$ cat config.mk
export PLATFORM = sky130hd
export DESIGN_NAME = ws2812_rx
export DESIGN_NICKNAME = d
export VERILOG_FILES = /design/src/rtl/ws2812_rx.sv
export SDC_FILE = /design/constraint.sdc
export NUM_CORES = 1
export LEC_CHECK = 0
export BUFFER_PORTS_ARGS = -buffer_cell sky130_fd_sc_hd__clkbuf_2
export CORE_MARGIN = 1.5
export CORE_UTILIZATION = 64
export DETAILED_ROUTE_END_ITERATION = 16
export MAX_ROUTING_LAYER = met4
export PLACE_DENSITY = 0.92
export SETUP_SLACK_MARGIN = 0.15
export SLEW_MARGIN = 10
export SYNTH_ARGS = -nofsm -noshare
export SYNTH_HDL_FRONTEND = slang
export SYNTH_SLANG_ARGS = --single-unit
$ cat constraint.sdc
create_clock -name clk -period 3.81 [get_ports clk]
set_input_delay 0.381 -clock clk [delete_from_list [all_inputs] [get_ports clk]]
set_output_delay 0.381 -clock clk [all_outputs]
set_load 0.05 [all_outputs]
$ cat src/rtl/ws2812_rx.sv
// WS2812 single-wire receiver: measures high pulses, decodes them to bits,
// assembles 24-bit pixel words and marks frame boundaries on the low gap.
module ws2812_rx #(
   parameter int CLK_FRE    = 50_000_000,
   parameter int MIN_HIGH   = CLK_FRE / 10_000_000,
   parameter int BIT_THRESH = CLK_FRE / 10_000_000 * 6,
   parameter int MAX_HIGH   = CLK_FRE / 1_000_000 * 2,
   parameter int RESET_TIME = CLK_FRE / 1_000_000 * 50,
   parameter int PIX_IDX_W  = 8
) (
   input  logic                 clk,
   input  logic                 rst_n,
   input  logic                 WS2812_Di,
   output logic [23:0]          pix_data,
   output logic                 pix_valid,
   output logic [PIX_IDX_W-1:0] pix_idx,
   output logic                 frame_done,
   output logic                 bit_err
);

   localparam int HI_W = $clog2(MAX_HIGH + 2);
   localparam int LO_W = $clog2(RESET_TIME + 1);

   localparam logic [HI_W-1:0] HI_MIN = HI_W'(MIN_HIGH);
   localparam logic [HI_W-1:0] HI_ONE = HI_W'(BIT_THRESH);
   localparam logic [HI_W-1:0] HI_MAX = HI_W'(MAX_HIGH);
   localparam logic [HI_W-1:0] HI_SAT = HI_W'(MAX_HIGH + 1);
   localparam logic [LO_W-1:0] LO_GAP = LO_W'(RESET_TIME);
   localparam logic [LO_W-1:0] LO_PRE = LO_W'(RESET_TIME - 1);

   localparam logic [0:0] ST_SYNC = 1'b0;
   localparam logic [0:0] ST_RECV = 1'b1;

   logic                 din_m, din_s, din_d;
   logic                 rise, fall, gap_hit;
   logic [HI_W-1:0]      hi_cnt;
   logic [LO_W-1:0]      lo_cnt;
   logic [0:0]           state;
   logic [23:0]          shift;
   logic [4:0]           bit_cnt;
   logic [PIX_IDX_W-1:0] idx;
   logic                 seen;
   logic                 word_rdy_p0;
   logic                 is_glitch, is_long, bit_val;

   assign rise      = din_s & ~din_d;
   assign fall      = ~din_s & din_d;
   // Fires only on the cycle the low count steps onto RESET_TIME.
   assign gap_hit   = ~din_s & ~fall & (lo_cnt == LO_PRE);
   assign is_glitch = hi_cnt < HI_MIN;
   assign is_long   = hi_cnt > HI_MAX;
   assign bit_val   = hi_cnt >= HI_ONE;

   // Two-flop synchroniser plus one delay stage for edge detection.
   always_ff @(posedge clk or negedge rst_n) begin
      if (!rst_n) begin
         din_m <= 1'b0;
         din_s <= 1'b0;
         din_d <= 1'b0;
      end else begin
         din_m <= WS2812_Di;
         din_s <= din_m;
         din_d <= din_s;
      end
   end

   // Pulse width counters; the rise cycle counts as the first high cycle.
   always_ff @(posedge clk or negedge rst_n) begin
      if (!rst_n) begin
         hi_cnt <= '0;
         lo_cnt <= '0;
      end else begin
         if (rise)
            hi_cnt <= HI_W'(1);
         else if (din_s && hi_cnt < HI_SAT)
            hi_cnt <= hi_cnt + HI_W'(1);

         if (fall)
            lo_cnt <= LO_W'(1);
         else if (!din_s && lo_cnt < LO_GAP)
            lo_cnt <= lo_cnt + LO_W'(1);
      end
   end

   // Decode state machine, word assembly and output pulse generation.
   always_ff @(posedge clk or negedge rst_n) begin
      if (!rst_n) begin
         state       <= ST_SYNC;
         shift       <= '0;
         bit_cnt     <= '0;
         idx         <= '0;
         seen        <= 1'b0;
         word_rdy_p0 <= 1'b0;
         pix_data    <= '0;
         pix_valid   <= 1'b0;
         pix_idx     <= '0;
         frame_done  <= 1'b0;
         bit_err     <= 1'b0;
      end else begin
         pix_valid   <= 1'b0;
         frame_done  <= 1'b0;
         bit_err     <= 1'b0;
         word_rdy_p0 <= 1'b0;

         // Output stage: publish the word completed on the previous cycle.
         if (word_rdy_p0) begin
            pix_data  <= shift;
            pix_valid <= 1'b1;
            pix_idx   <= idx;
            idx       <= idx + PIX_IDX_W'(1);
         end

         case (state)
            ST_SYNC: begin
               if (gap_hit)
                  state <= ST_RECV;
            end
            default: begin
               if (fall) begin
                  if (is_long) begin
                     bit_err <= 1'b1;
                     bit_cnt <= '0;
                     idx     <= '0;
                     seen    <= 1'b0;
                     state   <= ST_SYNC;
                  end else if (!is_glitch) begin
                     shift[bit_cnt] <= bit_val;
                     seen           <= 1'b1;
                     if (bit_cnt == 5'd23) begin
                        bit_cnt     <= '0;
                        word_rdy_p0 <= 1'b1;
                     end else begin
                        bit_cnt <= bit_cnt + 5'd1;
                     end
                  end
               end else if (gap_hit) begin
                  frame_done <= seen;
                  bit_err    <= (bit_cnt != 5'd0);
                  bit_cnt    <= '0;
                  idx        <= '0;
                  seen       <= 1'b0;
               end
            end
         endcase
      end
   end

endmodule

== Word level (Yosys, flattened, before mapping) ==
Index checks and enable logic that the tools add are counted.
Cells by class
  add/sub/neg operators: 4
  multiply operators: 0
  divide/modulo/power cells: 0
  $lt $le $gt $ge: 7
  equal/unequal tests: 3
  shift-type cells: 0
  mux-type cells: 38
  bitwise operators: 9
  reductions and logical operators: 10
Operators by type and width (number)
  8-bit two-way mux: 5
  5-bit two-way mux: 5
  24-bit bitwise mux: 1
  12-bit two-way mux: 2
  1-bit two-way mux: 22
  7-bit two-way mux: 2
  12-bit by 1-bit adder with 12-bit output (second input constant): 1
  12-bit == test (second input constant): 1
  12-bit less-than comparator (second input constant): 1
  8-bit by 1-bit adder with 8-bit output (second input constant): 1
  7-bit by 1-bit adder with 7-bit output (second input constant): 1
  7-bit by 5-bit greater-or-equal comparator with 1-bit output (second input constant): 1
  7-bit greater-than comparator (second input constant): 1
  7-bit by 3-bit less-than comparator with 1-bit output (second input constant): 1
  7-bit less-than comparator (second input constant): 1
  5-bit by 6-bit less-than comparator with 1-bit output (second input constant): 1
  2-bit nonzero test: 3
  5-bit by 1-bit adder with 5-bit output (second input constant): 1
  1-bit demux with 5-bit select: 1
  5-bit == test (second input constant): 1
  5-bit by 1-bit greater-or-equal comparator with 1-bit output (second input constant): 1
  1-bit inverter: 5
  5-bit nonzero test: 1
  1-bit bitwise AND: 4
  other kinds (5): 7
Word-level totals
  flip-flop bits (word level): 97
  latch bits: 0
  bits in writable memories: 0
  bits in read-only memories: 0
  input bits: 3
  output and inout port bits: 35
  word-level logic and storage cells: 87
  memories: 0

== Logic depth before layout (Yosys ltp) ==
Gate-level depths: netlist of run 1.
  word-level depth: 8
  mapped depth: 7
  mapped depth without buffers: 6

== Worst setup path before layout of run 1 ==
Ideal clock, no wire load.
  path kind: register to register
  from: reg hi_cnt[0]
  to: reg bit_cnt[4]
  library setup time: 0.126 ns
  data arrival time: 1.707 ns
  slack: 1.977 ns
  stages on the path, launching flop included: 8
  buffers on the path: 1
  cells stage by stage: dfrtp_1 inv_1 ha_1 nand2b_1 a21oi_2 buf_2 nor3_1 a221o_1
On the way
  longest elaborated chain between the ends: 3
  elaborated cells between the ends (all ways): 6
Ends and longest elaborated chain
  from (decl): line 36  | logic [HI_W-1:0] hi_cnt;
  from (signal assigned): line 76  | hi_cnt <= hi_cnt + HI_W'(1);
  7-bit by 3-bit less-than comparator with 1-bit output or 7-bit greater-than comparator (tied branches): line 50, 51
  3-bit by 2-bit inequality test with 1-bit output (no line) or 5-bit two-way mux (tied branches)
  3-bit AND reduction (no line) or 5-bit two-way mux (tied branches)
  to (signal assigned): line 133  | bit_cnt <= bit_cnt + 5'd1;
  to (decl): line 40  | logic [4:0] bit_cnt;
Parallel ways exist; a longest one is shown, timed or not.
A chain may end at the register's enable or synchronous reset.

== Worst setup path in the final report of run 1 ==
Ends and elaborated chain as after synthesis.

==> key figures, run 1 <==
Timing
  – Setup repair after global routing missed its margin: no
  – Hold WS: 0.1169 ns
  – Worst slew slack as a fraction of its limit: 23.18%
  – Actual slew at the worst max-slew pin: 1.152 ns
  – Final Slew Violations: 0
  – Achievable frequency: 398.9 MHz
  – Largest clock skew in the final design: 0.004217 ns
  – Sum of negative setup slack: 0 ns
  – Post-route fraction of the period consumed by the critical path: 65.80%
  – Setup-violating endpoint count in the final report: 0
  – Number of endpoints with negative hold slack in the final report: 0
  – Minimum clock period after layout: 2.507 ns

Global routing
  – Global-route total usage across every layer: 25.16%
  – Antenna violations before repair: 0
  – Pin count of the biggest net entering global routing: 74
  – Wire length of the first global-routing pass: 14230 um
  – Grt total ovfl: 0
  – Via count of the first global-routing pass: 2930

Route
  – Number of remaining DRC errors: 0
  – Via count: 3148
  – Antenna Violating Nets Remaining: 0
  – Drt wl/cell: 16.26 um
  – Iter 0 DRT Violations: 203
  – Per-cell via count in the routed design: 6.066
  – Wire length reported by the detailed router: 8441 um
  – TritonRoute pass-1 iters: 4

Critical path
  – Highest fanout seen on the critical path: 27
  – Critical path start-end classification: flop to flop
  – FF-to-FF End: bit_cnt[4]
  – Required time at the endpoint of the critical path: 4.07 ns
  – Worst path cell trace: inv_1 -> ha_1 -> nand2b_1 -> a21oi_2 -> nor3_1 -> a221o_1
  – Critical register-to-register path startpoint: hi_cnt[0]
  – Critical path endpoint: bit_cnt[4]
  – Arrival time at the worst endpoint: 2.76 ns
  – Master of the slowest instance on the critical path: sky130_fd_sc_hd__a21oi_2
  – Kind of end point of the critical path: flop
  – CP peak stage delay: 0.87 ns
  – Reg2reg setup slack: 1.30 ns
  – CP startpoint kind: flop
  – Logic depth of the worst path, buffers included: 6
  – Family with the most delay on the worst path: compound AO/OA/AOI/OAI gates
  – Worst Reg-to-Reg Cells: 6
  – Count of buffering cells on the critical path with inverters included: 1
  – Launch point of the critical path: hi_cnt[0]

Yosys
  – Synthesized-area fraction occupied by ao, oa, aoi and oai cells: 7.352%
  – Fraction of synthesis flops using an asynchronous set or reset pin: 100.0%
  – Number of enable flip-flop cells after synthesis: 0
  – Adder and majority gate portion of the synthesized area: 2.228%
  – Gate Count Post-Synth: 387
  – Most common flop cell mapped by yosys: sky130_fd_sc_hd__dfrtp_1
  – Number of different library cells in the post-synthesis netlist: 49
  – Xor-xnor portion of the synthesized cell area: 1.949%
  – Number of synthesized register bits: 97
  – Most numerous cell in the Yosys netlist: sky130_fd_sc_hd__dfrtp_1
  – Sequential element share of the synthesized area: 54.02%
  – Warning count from the yosys run: 0
  – Mean Syn Cell Area: 11.61 um2
  – Summed instance area of the synthesized netlist: 4493 um2
  – Top cell type's share of synthesized area: 54.02%
  – Synth area leader: sky130_fd_sc_hd__dfrtp_1
  – Post-Syn Nets: 398
  – Leading cell types by count after synthesis: sky130_fd_sc_hd__dfrtp_1 (97), sky130_fd_sc_hd__mux2_2 (57), sky130_fd_sc_hd__nand2_1 (42)
  – Leading post-synthesis cells by cell area: sky130_fd_sc_hd__dfrtp_1 (54%), sky130_fd_sc_hd__mux2_2 (14%), sky130_fd_sc_hd__nand2_1 (3.5%), sky130_fd_sc_hd__nor4_1 (3.2%), sky130_fd_sc_hd__ha_1 (2.2%)
  – Multiplexer share of the synthesized area: 14.73%
  – Dominant combinational cell family by area after synthesis: simple AND/OR/NAND/NOR gates
  – Area fraction in and, or, nand and nor cells after synthesis: 16.90%

Floorplan
  – Die height: 86.79 um
  – Chip width: 86.79 um
  – Number of cell rows: 30
  – Initial cell density of the core: 66.13%
  – Number of ports placed on the die boundary: 38
  – Core area: 6794 um2
  – Die Footprint: 7532 um2

CTS
  – Clock tree sinks: 97
  – CTS clk-pin slew, worst paths: 0.09 ns
  – Number of hold buffers added after cts: 0
  – Clock buffers created by TritonCTS: 9
  – Number of setup buffers added after CTS: 0
  – Number of gates given a new drive strength after cts: 0
  – CTS tree: yes
  – Clk buf depth: 2
  – Clock insertion delay at the later pin of the skew report: 0.37 ns
  – H-tree levels: 3
  – Library cell used as clock root buffer: sky130_fd_sc_hd__clkbuf_8

Flow run
  – Max-capacitance violation count: 0

Place
  – Routability Congestion: 0.9255
  – # port buffers: 37
  – Detailed placement HPWL: 5608 um

Worst hold path
  – Hold Path Class: input port to asynchronous set/reset pin

Layout
  – Net total in the final layout: 430
  – Count of inserted antenna diode cells: 0
  – Area overhead of the layout relative to synthesis: 9.329%
  – Share of post-route cells with drive strength above 1: 29.55%

Status
  – Run status: finished clean

Pwr
  – Leakage power total: 2.278 nW
  – Maximum VDD drop: 0.0002658 V
  – Power density over the cells: 386.6 nW/um2
==> stage by stage <==
step | total power, mW | setup WS (ns) | util (%) | instance area (um2) | instances
final | 1.899 | 1.303 | 72.30 | 4912 | 519
after global routing | 1.980 | 1.065 | 72.30 | 4912 | 519
after CTS | 1.906 | 1.352 | 72.30 | 4912 | 519
after detailed placement | 1.256 | 1.364 | 69.47 | 4720 | 504
after global placement | 1.244 | 1.506 | 69.47 | 4720 | 504
after floorplan | 1.218 | 1.977 | - | 4493 | 387
==> worst min path at each step <==
| stage | endpoint | slack, ns | cells past startpoint |
|---|---|---|---|
| after floorplan | bit_cnt[0] | 0.09 | 0 |
| after global placement | din_s | 0.33 | 0 |
| after detailed placement | din_s | 0.35 | 0 |
| after CTS | din_m | 0.11 | 1 |
| after global routing | din_m | 0.11 | 1 |
| final | pix_idx[7] | 0.12 | 1 |
==> layer usage <==
metal / vias to the layer above / track usage (%) / share of wire (%)
met2: 91 / 37.56 / 49
met5: - / - / 0
met1: 1574 / 34.83 / 44
li1: 1471 / - / -
met4: 0 / 8.504 / 1.6
met3: 12 / 4.857 / 4.9
==> cells in the final DEF (no fill, tap or decap), types with 6 or more instances in the layout <==
cell and n:
sky130_fd_sc_hd__inv_1 8, sky130_fd_sc_hd__o31ai_1 8, sky130_fd_sc_hd__dfrtp_1 97, sky130_fd_sc_hd__nor2_1 17, sky130_fd_sc_hd__nand3_1 10, sky130_fd_sc_hd__nor3_1 6
sky130_fd_sc_hd__a21oi_1 16, sky130_fd_sc_hd__or4_1 7, sky130_fd_sc_hd__clkbuf_8 9, sky130_fd_sc_hd__clkbuf_2 36, sky130_fd_sc_hd__nor4_1 23, sky130_fd_sc_hd__ha_1 8
sky130_fd_sc_hd__o21ai_0 6, sky130_fd_sc_hd__xnor2_1 6, sky130_fd_sc_hd__mux2_2 57, sky130_fd_sc_hd__nand2_1 42
==> sequential cells by signal (all words and copies together), names as in the netlist <==
signal       count
bit_err          1
frame_done       1
din_m            1
idx              8
pix_idx          8
word_rdy_p0      1
din_d            1
pix_valid        1
pix_data        24
din_s            1
hi_cnt           7
lo_cnt          12
bit_cnt          5
shift           24
state            1
seen             1
==> logic make-up (layout without fill, tap and decap cells) <==
kind of cell    after synthesis  count (layout)
compound gates               48              48
xor+xnor                     10              10
fa+ha+maj                     8               8
buf+inv                      26              62
flops                        97              97
mux                          59              59
simple gates                139             139
==> area by class of cell <==
class	count	area (um2)
multi-input combinational	264	1939
clock buffer	9	123.9
fill	455	1882
inverter	8	30.03
timing repair buffer	39	202.7
clock inverter	6	68.82
tap	96	120.1
sequential	97	2427
==> where the power goes <==
part / switching (mW) / total, mW / internal [mW]
clock network: 0.359 / 0.662 / 0.303
registers: 0.0330 / 1.08 / 1.05
logic: 0.110 / 0.153 / 0.0425
total: 0.502 / 1.90 / 1.40
(Power assumes the default switching activity.)
==> run 2, diff against run 1 <==
--- a/config.mk
+++ b/config.mk
@@ -7,10 +7,10 @@
 export LEC_CHECK = 0
 export BUFFER_PORTS_ARGS = -buffer_cell sky130_fd_sc_hd__clkbuf_2
 export CORE_MARGIN = 1.5
-export CORE_UTILIZATION = 64
+export CORE_UTILIZATION = 59
 export DETAILED_ROUTE_END_ITERATION = 16
 export MAX_ROUTING_LAYER = met4
-export PLACE_DENSITY = 0.92
+export PLACE_DENSITY = 0.86
 export SETUP_SLACK_MARGIN = 0.15
 export SLEW_MARGIN = 10
 export SYNTH_ARGS = -nofsm -noshare
==> constraint.sdc (replaced) <==
create_clock -name clk -period 2.6 [get_ports clk]
set_input_delay 0.26 -clock clk [delete_from_list [all_inputs] [get_ports clk]]
set_output_delay 0.26 -clock clk [all_outputs]
set_load 0.05 [all_outputs]
==> run 2 against run 1 <==
  * Wire length up 1.3%
  * Utilization down 3.7 points
  * Highest routed layer unchanged
  * Cell count up 2.1%
  * Combinational power up 58%
  * Largest cell class unchanged
  * Design area up 1.9%
  * Clock power up 57%
  * Clock skew up 0.0063 ns
  * Hold slack better by 0.24 ns
==> key figures, run 2 (synthesis results as in run 1) <==
CTS
  – Clock tree sinks: 97
  – Number of hold buffers added after cts: 2
  – Clk buf depth: 2
  – Clock buffers created by TritonCTS: 9
  – Number of setup buffers added after CTS: 0
  – Clock insertion delay at the later pin of the skew report: 0.36 ns
  – CTS clk-pin slew, worst paths: 0.10 ns
  – CTS tree: yes
  – Number of gates given a new drive strength after cts: 0
  – H-tree levels: 3
  – Library cell used as clock root buffer: sky130_fd_sc_hd__clkbuf_8

Layout
  – Net total in the final layout: 437
  – Area overhead of the layout relative to synthesis: 11.39%
  – Most common cell after layout, fill and taps aside: sky130_fd_sc_hd__dfrtp_1
  – Sequential cell area: 2427 um2
  – Most frequent cells in the layout: sky130_fd_sc_hd__dfrtp_1 (97), sky130_fd_sc_hd__mux2_2 (57), sky130_fd_sc_hd__nand2_1 (42)
  – Post-Route Utilization: 68.63%
  – Number of fill cells: 553
  – Largest regs: pix_data: 24 flops, shift: 24 flops, lo_cnt: 12 flops
  – Multi-input combinational cell area: 1939 um2
  – Count of inserted antenna diode cells: 0
  – Share of post-route cells with drive strength above 1: 30.39%

Critical path
  – Required time at the endpoint of the critical path: 2.86 ns
  – Count of buffering cells on the critical path with inverters included: 1
  – Highest fanout seen on the critical path: 18
  – Worst path cell trace: o21ai_1 -> and3_1 -> buf_4 -> nor4_1 -> mux2_2
  – CP peak stage delay: 0.47 ns
  – Kind of end point of the critical path: flop
  – Arrival time at the worst endpoint: 2.37 ns
  – Family with the most delay on the worst path: simple AND/OR/NAND/NOR gates
  – CP startpoint kind: flop
  – Master of the slowest instance on the critical path: sky130_fd_sc_hd__dfrtp_1
  – Critical path start-end classification: flop to flop

Status
  – Run status: finished clean

Floorplan
  – Number of cell rows: 31
  – Number of ports placed on the die boundary: 38
  – Core area: 7292 um2
  – Die height: 90.27 um
  – Die Footprint: 8148 um2
  – Initial cell density of the core: 61.62%
  – Chip width: 90.27 um

Place
  – Routability Congestion: 0.8622
  – # port buffers: 37
  – Detailed placement HPWL: 5639 um

Pwr
  – Power density over the cells: 573.3 nW/um2
  – Cell Int Power: 2.118 mW
  – Comb pwr share: 8.4%
  – Leakage power total: 2.324 nW
  – Share of power burned in the clock network: 36.2%
  – Share of total power consumed by net switching: 26.19%
  – Net switching component of the power: 0.7516 mW
  – Sequential Power Share: 55.4%
  – Maximum VDD drop: 0.0002674 V

Timing
  – Minimum clock period after layout: 2.112 ns
  – Achievable frequency: 473.5 MHz
  – Sum of negative setup slack: 0 ns
  – Actual slew at the worst max-slew pin: 0.7232 ns
  – Worst slew slack as a fraction of its limit: 51.67%
  – Post-route fraction of the period consumed by the critical path: 81.22%
  – Number of endpoints with negative hold slack in the final report: 0
  – Hold WS: 0.3570 ns
  – Setup repair after global routing missed its margin: no
  – Largest clock skew in the final design: 0.01055 ns
  – Setup-violating endpoint count in the final report: 0
  – Final Slew Violations: 0

Route
  – TritonRoute pass-1 iters: 4
  – Per-cell via count in the routed design: 5.994
  – Wire length reported by the detailed router: 8553 um
  – Via count: 3177
  – Number of remaining DRC errors: 0
  – Drt wl/cell: 16.14 um
  – Iter 0 DRT Violations: 179
  – Antenna Violating Nets Remaining: 0

Global routing
  – Wire length of the first global-routing pass: 14790 um
  – Grt total ovfl: 0
  – Pin count of the biggest net entering global routing: 56
  – Antenna violations before repair: 0
  – Via count of the first global-routing pass: 3150
  – Global-route total usage across every layer: 23.03%

Flow run
  – Max-capacitance violation count: 0

Worst hold path
  – Hold Path Class: flop to flop
[run 2: cell types whose count changed in the layout (fill, tap and decap cells not counted), sizes merged]
cell / delta
buf: +5
clkbuf: +2
clkinv: -2
dlygate4sd3: +2
inv: +1
[run 2: worst reg2reg max path, cell delays in order (launching register included)]
cell                      delay, ns
sky130_fd_sc_hd__dfrtp_1       0.47
sky130_fd_sc_hd__o21ai_1       0.15
sky130_fd_sc_hd__and3_1        0.33
sky130_fd_sc_hd__buf_4         0.27
sky130_fd_sc_hd__nor4_1        0.42
sky130_fd_sc_hd__mux2_2        0.38
[run 2: worst paths after layout]
check / startpoint / endpoint / slack, ns / cells past startpoint
worst max-delay path: hi_cnt[1] / shift[15] / 0.49 / 5
worst min-delay path: din_m / din_s / 0.36 / 0
worst max register to register: hi_cnt[1] / shift[15] / 0.49 / 5
worst min register to register: din_m / din_s / 0.36 / 0
max in group asynchronous: rst_n / pix_data[10] / 1.40 / 3
min in group asynchronous: rst_n / pix_idx[3] / 0.47 / 2
[run 2: area by class of cell]
type | instances | area share [%]
Timing Repair Buffer | 46 | 5.450
Clock buffer | 11 | 3.025
Tap cell | 99 | 2.475
Sequential cell | 97 | 48.50
Multi-Input combinational cell | 264 | 38.75
Inverter | 8 | 0.6000
Clock inverter | 5 | 1.200
[run 2: power by group through the flow]
stage               clock network, mW  logic (mW)  registers, mW
finish                           1.04       0.241           1.59
global placement                    0       0.221           1.61
CTS                              1.06       0.239           1.59
global route                     1.11       0.274           1.60
detailed placement                  0       0.234           1.62
floorplan                           0       0.181           1.60
[run 2: per-stage QoR]
stage                     cell area (um2)  setup slack [ns]  instances  power [mW]
after floorplan                      4493            0.7672        387       1.785
after global placement               4773            0.6671        512       1.832
after detailed placement             4773            0.5220        512       1.849
after CTS                            5005            0.5316        530       2.882
after global routing                 5005            0.3570        530       2.983
final                                5005            0.4882        530       2.869
[run 2: metal layers]
metal,routed length (um),global-route usage (%)
met5,0,-
met4,145,9.788
met3,305,3.451
met2,4121,35.86
met1,3981,30.40
